`config.mk`:
```
export PLATFORM = sky130hd
export DESIGN_NAME = reg_window_stream
export DESIGN_NICKNAME = d
export VERILOG_FILES = /design/src/rtl/reg_window_stream.sv
export SDC_FILE = /design/constraint.sdc
export NUM_CORES = 1
export LEC_CHECK = 0
export ABC_AREA = 0
export BUFFER_PORTS_ARGS = -buffer_cell sky130_fd_sc_hd__buf_4
export CORE_AREA = 8 8 412 414
export DETAILED_ROUTE_END_ITERATION = 8
export DIE_AREA = 0 0 420 422
export SLEW_MARGIN = 20
export SYNTH_ARGS = -nofsm -noshare
export SYNTH_HDL_FRONTEND = slang
export SYNTH_SLANG_ARGS = --single-unit
```
`constraint.sdc`:
```
create_clock -name clk -period 1.89 [get_ports clk]
set_input_delay 0.189 -clock clk [delete_from_list [all_inputs] [get_ports clk]]
set_output_delay 0.189 -clock clk [all_outputs]
set_load 0.02 [all_outputs]
```
`src/rtl/reg_window_stream.sv`:
```
// ---------------------------------------------------------------------------
// reg_window_stream
//
// Sliding-window register file for the conv front-end. Each accepted beat
// shifts LANES samples into the top of an N_REG-deep window; the whole window
// is exposed flattened on all_outputs for the MAC array. Once the window is
// full it is presented with win_valid and is only overwritten after the
// downstream consumes it (out_ready), so a stalled consumer backpressures the
// sample streamer through in_ready.
//
// Optional feature (macro REG_WINDOW_PAD_EN): a beat accepted with in_last
// starts end-of-frame zero padding. PAD_SHIFTS shifts of LANES zero samples
// follow, then the window and fill count are cleared and the block returns
// to FILL. Without the macro in_last is ignored and pad_busy is tied 0.
//
// Ports:
//   clk          clock, rising edge
//   rst_n        asynchronous active-low reset
//   clr          synchronous clear of window, count and state
//   in_valid     in_data beat valid
//   in_ready     block can accept a beat
//   in_data      LANES samples, lane 0 (oldest) in the low bits
//   in_last      last beat of frame (padding build only)
//   win_valid    window holds N_REG samples not yet consumed
//   out_ready    downstream consumes the window this cycle
//   all_outputs  N_REG samples, reg 0 (oldest) in the low bits
//   fill_count   valid samples held, saturating at N_REG
//   pad_busy     zero padding in progress
// ---------------------------------------------------------------------------
module reg_window_stream #(
    parameter int WIDTH      = 32,
    parameter int N_REG      = 31,
    parameter int LANES      = 2,
    parameter int PAD_SHIFTS = 15,
    localparam int CNT_W     = $clog2(N_REG + 1)
) (
    input  logic                     clk,
    input  logic                     rst_n,
    input  logic                     clr,
    input  logic                     in_valid,
    output logic                     in_ready,
    input  logic [WIDTH*LANES-1:0]   in_data,
    input  logic                     in_last,
    output logic                     win_valid,
    input  logic                     out_ready,
    output logic [WIDTH*N_REG-1:0]   all_outputs,
    output logic [CNT_W-1:0]         fill_count,
    output logic                     pad_busy
);

`ifdef REG_WINDOW_PAD_EN
    typedef enum logic [1:0] {
        FILL   = 2'd0,
        STREAM = 2'd1,
        PAD    = 2'd2
    } state_t;

    localparam int PAD_W = (PAD_SHIFTS > 0) ? $clog2(PAD_SHIFTS + 1) : 1;

    logic [PAD_W-1:0] pad_cnt_q;
    logic [PAD_W-1:0] pad_cnt_d;
    logic             pad_shift;
`else
    typedef enum logic [0:0] {
        FILL   = 1'b0,
        STREAM = 1'b1
    } state_t;

    localparam int UNUSED_PAD_SHIFTS = PAD_SHIFTS;
    logic unused_in_last;
    assign unused_in_last = in_last;
`endif

    state_t            state_q;
    state_t            state_d;
    logic [CNT_W-1:0]  fill_q;
    logic [CNT_W-1:0]  fill_d;
    logic              win_valid_q;
    logic              win_valid_d;
    logic [WIDTH-1:0]  win_q   [N_REG];
    logic [WIDTH-1:0]  shifted [N_REG];
    logic [WIDTH*LANES-1:0] shift_data;
    logic              shift_en;
    logic              zero_win;
    logic              room;
    logic              in_pad;
    logic              accept;
    logic              consume;
    logic [CNT_W:0]    fill_sum;
    logic [CNT_W-1:0]  fill_sat;

    // A new window may only be written when the current one is absent or is
    // being consumed in this same cycle.
    assign room    = !win_valid_q || out_ready;
    assign in_ready = room && !in_pad;
    assign accept  = in_valid && in_ready;
    assign consume = win_valid_q && out_ready;

`ifdef REG_WINDOW_PAD_EN
    assign in_pad     = (state_q == PAD);
    assign pad_busy   = in_pad;
    assign shift_data = pad_shift ? '0 : in_data;
`else
    assign in_pad     = 1'b0;
    assign pad_busy   = 1'b0;
    assign shift_data = in_data;
`endif

    // Count after one more shift; once streaming the count is already pinned.
    assign fill_sum = {1'b0, fill_q} + (CNT_W+1)'(LANES);
    assign fill_sat = ((state_q == STREAM) || (fill_sum > (CNT_W+1)'(N_REG)))
                    ? CNT_W'(N_REG) : fill_sum[CNT_W-1:0];

    // Shifted window: older samples move down by LANES, the incoming lanes
    // land in the top LANES registers (lane 0 is the oldest of them).
    for (genvar g = 0; g < N_REG; g++) begin : g_win
        if (g < N_REG - LANES) begin : g_keep
            assign shifted[g] = win_q[g + LANES];
        end else begin : g_load
            assign shifted[g] = shift_data[(g - (N_REG - LANES))*WIDTH +: WIDTH];
        end
        assign all_outputs[g*WIDTH +: WIDTH] = win_q[g];
    end

    assign fill_count = fill_q;
    assign win_valid  = win_valid_q;

    // Next-state logic. clr outranks everything, then padding, then a normal
    // accept, and finally a bare consume which only retires the window.
    always_comb begin
        state_d     = state_q;
        fill_d      = fill_q;
        win_valid_d = win_valid_q;
        shift_en    = 1'b0;
        zero_win    = 1'b0;
`ifdef REG_WINDOW_PAD_EN
        pad_cnt_d   = pad_cnt_q;
        pad_shift   = 1'b0;
`endif
        if (clr) begin
            state_d     = FILL;
            fill_d      = '0;
            win_valid_d = 1'b0;
            zero_win    = 1'b1;
`ifdef REG_WINDOW_PAD_EN
            pad_cnt_d   = '0;
`endif
        end
`ifdef REG_WINDOW_PAD_EN
        else if (state_q == PAD) begin
            // Zero shifts pace themselves on the consumer just like real beats;
            // the final clear waits until the last padded window is taken.
            if (pad_cnt_q != PAD_W'(PAD_SHIFTS)) begin
                if (room) begin
                    shift_en    = 1'b1;
                    pad_shift   = 1'b1;
                    pad_cnt_d   = pad_cnt_q + PAD_W'(1);
                    fill_d      = fill_sat;
                    win_valid_d = (fill_sat == CNT_W'(N_REG));
                end
            end else if (room) begin
                zero_win    = 1'b1;
                fill_d      = '0;
                win_valid_d = 1'b0;
                pad_cnt_d   = '0;
                state_d     = FILL;
            end
        end
`endif
        else if (accept) begin
            shift_en    = 1'b1;
            fill_d      = fill_sat;
            win_valid_d = (fill_sat == CNT_W'(N_REG));
            state_d     = (fill_sat == CNT_W'(N_REG)) ? STREAM : FILL;
`ifdef REG_WINDOW_PAD_EN
            if (in_last) begin
                state_d   = PAD;
                pad_cnt_d = '0;
            end
`endif
        end else if (consume) begin
            win_valid_d = 1'b0;
        end
    end

    // State, count and window registers.
    always_ff @(posedge clk or negedge rst_n) begin
        if (!rst_n) begin
            state_q     <= FILL;
            fill_q      <= '0;
            win_valid_q <= 1'b0;
`ifdef REG_WINDOW_PAD_EN
            pad_cnt_q   <= '0;
`endif
            for (int i = 0; i < N_REG; i++) begin
                win_q[i] <= '0;
            end
        end else begin
            state_q     <= state_d;
            fill_q      <= fill_d;
            win_valid_q <= win_valid_d;
`ifdef REG_WINDOW_PAD_EN
            pad_cnt_q   <= pad_cnt_d;
`endif
            if (zero_win) begin
                for (int i = 0; i < N_REG; i++) begin
                    win_q[i] <= '0;
                end
            end else if (shift_en) begin
                for (int i = 0; i < N_REG; i++) begin
                    win_q[i] <= shifted[i];
                end
            end
        end
    end

endmodule

```
==> results.md <==
* Run status: complete, no violations
* Post-synthesis sequential area ratio at 0.5806
* Comb power frac at 0.072
* Unrepaired setup endpoints after global routing: true
* CTS Sinks at 999
* Core footprint at ~160,000 um2
* Pwr Density at 817.8 nW/um2
* Starting Density at 0.2633
* Util after Layout at 0.3678
* Detail-routed net length per standard cell at 27.17 um
* Reg2Reg Depth at 8
* Row count at about 150
* Tmin final at between 1500 and 2000 ps
* Final Hold Vio Count at 0
* Synth Register Bits at 999
* Initial antenna violation count at 1
* Via count at 42,450
* Hold Slack at 222.8 ps
* Residual DRC count at 0
* Internal power at 36.76 mW
* GPL Wtd Cong at between 0.9 and 1
* Max-capacitance violation count at 0
* Finished Layout Cells at 7,855
* Peak VDD IR at 0.7997 mV
* Post-synth cell types at 31
* Tcrit/Tclk final at 0.9945
* Detailed-route wire length at 213.4 mm
* Largest net degree at the start of global routing at 132
* Setup CP Type: reg2out
* Critical path endpoint category: output pin
* Final #Nets at around 5,600
* Net Switching at 12.42 mW
* Cells after Synth at 4,562
* IO buf count at approximately 1,100
* # placed instances at 7,527
* Synth Cell Area at ~43,000 um2
* Syn_nets at about 4,600
* Min setup slack post-route at 10.49 ps
* Dpl ws at -36.69 ps
* Switching Share at 0.2526
* Critical Path RT at 1700 ps
* Root Buffer: clkbuf_16
* First-pass GRT wire length at 299.1 mm
* Hold WC Path Type: in2async
* Pleak at approximately 26 nW
* Worst skew pair latency at 750 ps
* 1st-iter DRT viols at 4,952
* CTS clock-pin slew for the worst setup and hold paths at 60 ps
* Clk pwr share at 0.486
* Vias/cell at 5.404
* Setup crit start kind: register
* Vias in the first global route at 40,740
* Worst path arrival time at 1690 ps
* DIE HEIGHT at 422 um
* Die W at 420 um
* Yosys warning count at 0
* All-Layer GR Usage at 0.2243
* CTS Buffer Depth at 3
* Die area at between 150,000 and 200,000 um2
* Slew Limit Fails at 0
* Commonest non-fill, non-tap cell in the layout: buf_4
* IO Count at roughly 1,100
* Grt total ovfl at 0
* CTS tree: yes
* Most frequent cells in the layout: buf_4 (1,228), dfrtp_1 (998), nand3_1 (981), a21oi_1 (958), o21ai_0 (742)
* Sequential power share at 0.442
* Layout area overhead at 39.68%
* DRT Pass-1 Iters at 6
* Layout cell share with drive strength beyond 1 at 0.2893
* Max-Slew Margin vs Limit at 0.4683
* H-tree depth at 3
* Post-DRT Antenna Nets at 0
* Least-Margin Pin Slew at between 700 and 800 ps
* Setup TNS Final at 0 ps
* Avg Inst Size Synth at 9.438 um2
* # setup viols final at 0
* Skew final at roughly 48 ps
* TritonCTS buffer count at 114
* Crit path max fanout at 3
* Fmax at around 530 MHz
* Post-DP HPWL at 151.9 mm
## worst max-delay path, stage by stage, from the launching register on
cell and delay, ps:
dfrtp_1 340, nor2b_4 200, buf_12 140, inv_16 40, buf_16 120, buf_8 120
## area by class of cell
| class | instances | area [um2] |
|---|---|---|
| clock buffers | 158 | 3288 |
| flip-flops and latches | 999 | 25000 |
| clock inverters | 52 | 760.7 |
| inverters | 4 | 38.79 |
| well taps | 2189 | 2739 |
| diodes | 1 | 2.502 |
| repair inverters | 2 | 17.52 |
| repair buffers | 1445 | 12950 |
| multi-input cells | 3005 | 15350 |
| fillers | 16410 | 103400 |
## synth_stat cells
| cell | count | share of area |
|---|---|---|
| nor4_1 | 1 | 0.00015 |
| and4b_1 | 1 | 0.00023 |
| ha_1 | 1 | 0.00029 |
| a211oi_1 | 3 | 0.00052 |
| o21ai_0 | 757 | 0.088 |
| nand2_1 | 1 | 0.000087 |
| o22ai_1 | 1 | 0.00015 |
| clkbuf_1 | 209 | 0.018 |
| inv_2 | 1 | 0.000087 |
| and2_1 | 1 | 0.00015 |
| nand3_1 | 993 | 0.12 |
| buf_6 | 63 | 0.016 |
| dfrtp_1 | 999 | 0.58 |
| inv_1 | 2 | 0.00017 |
| nor4b_1 | 1 | 0.00020 |
| nor3_1 | 1 | 0.00012 |
| a31oi_1 | 3 | 0.00044 |
| o221a_1 | 1 | 0.00026 |
| o21ai_1 | 235 | 0.027 |
| xor2_1 | 1 | 0.00020 |
| conb_1 | 1 | 0.000087 |
| buf_2 | 233 | 0.027 |
| inv_4 | 1 | 0.00015 |
| buf_8 | 1 | 0.00035 |
| buf_4 | 17 | 0.0030 |
| nor2b_4 | 1 | 0.00032 |
| buf_1 | 7 | 0.00061 |
| a21oi_1 | 996 | 0.12 |
| nor2_1 | 4 | 0.00035 |
| a31o_2 | 2 | 0.00041 |
| clkbuf_2 | 24 | 0.0028 |
## power groups by stage
| stage | logic [mW] | registers, mW | clock network, mW |
|---|---|---|---|
| global placement | 3.23 | 22.1 | 0 |
| finish | 3.54 | 21.7 | 23.9 |
| floorplan | 1.36 | 22.2 | 0 |
| CTS | 3.43 | 21.7 | 24.3 |
| global route | 3.80 | 21.7 | 25.1 |
| detailed placement | 3.24 | 22.1 | 0 |
## what timing repair did
action	4_1_cts	5_1_grt
cloned	8	19
resized for setup	12	111
pin swaps	2	23
hold buffers	68	0
endpoints found under the hold margin	1093	0
setup endpoints to repair	2	685
buffers inserted	15	9
## flip-flops by register name, summed over array words and instances (netlist names)
register,cells
fill_count,5
win_valid,1
all_outputs,992
state_q,1
## per-layer routing
metal,routed length (um),global-route usage,vias to the layer above,part of all wire
met3,16870,0.05256,358,0.079
li1,-,-,18480,-
met1,77400,0.2609,21630,0.36
met4,9603,0.09196,0,0.045
met2,109600,0.3950,1979,0.51
met5,0,0,-,0
## logic make-up after synthesis
kind of cell,share of synthesized area
flip-flops,0.5806
AO/OA/AOI/OAI,0.2329
other,0.00008710
adder cells (fa/ha/maj),0.0002906
XOR/XNOR,0.0002035
buffers and inverters,0.06890
AND/OR/NAND/NOR,0.1170
## path summary, 6_finish.rpt
check	startpoint	endpoint	slack, ps
setup / recovery	win_valid	in_ready	10
hold / removal	rst_n	all_outputs[509]	220
setup reg to reg	win_valid	all_outputs[500]	40
hold reg to reg	all_outputs[189]	all_outputs[125]	530
max in group asynchronous	rst_n	all_outputs[169]	530
min in group clk	in_data[62]	all_outputs[990]	270
## stage by stage
step	cell area (um2)	total power, mW
after floorplan	43060	23.61
after global placement	54070	25.34
after detailed placement	54070	25.35
after CTS	59220	49.50
after global routing	60140	50.67
final	60140	49.18
Power figures use the tool's default switching activity.
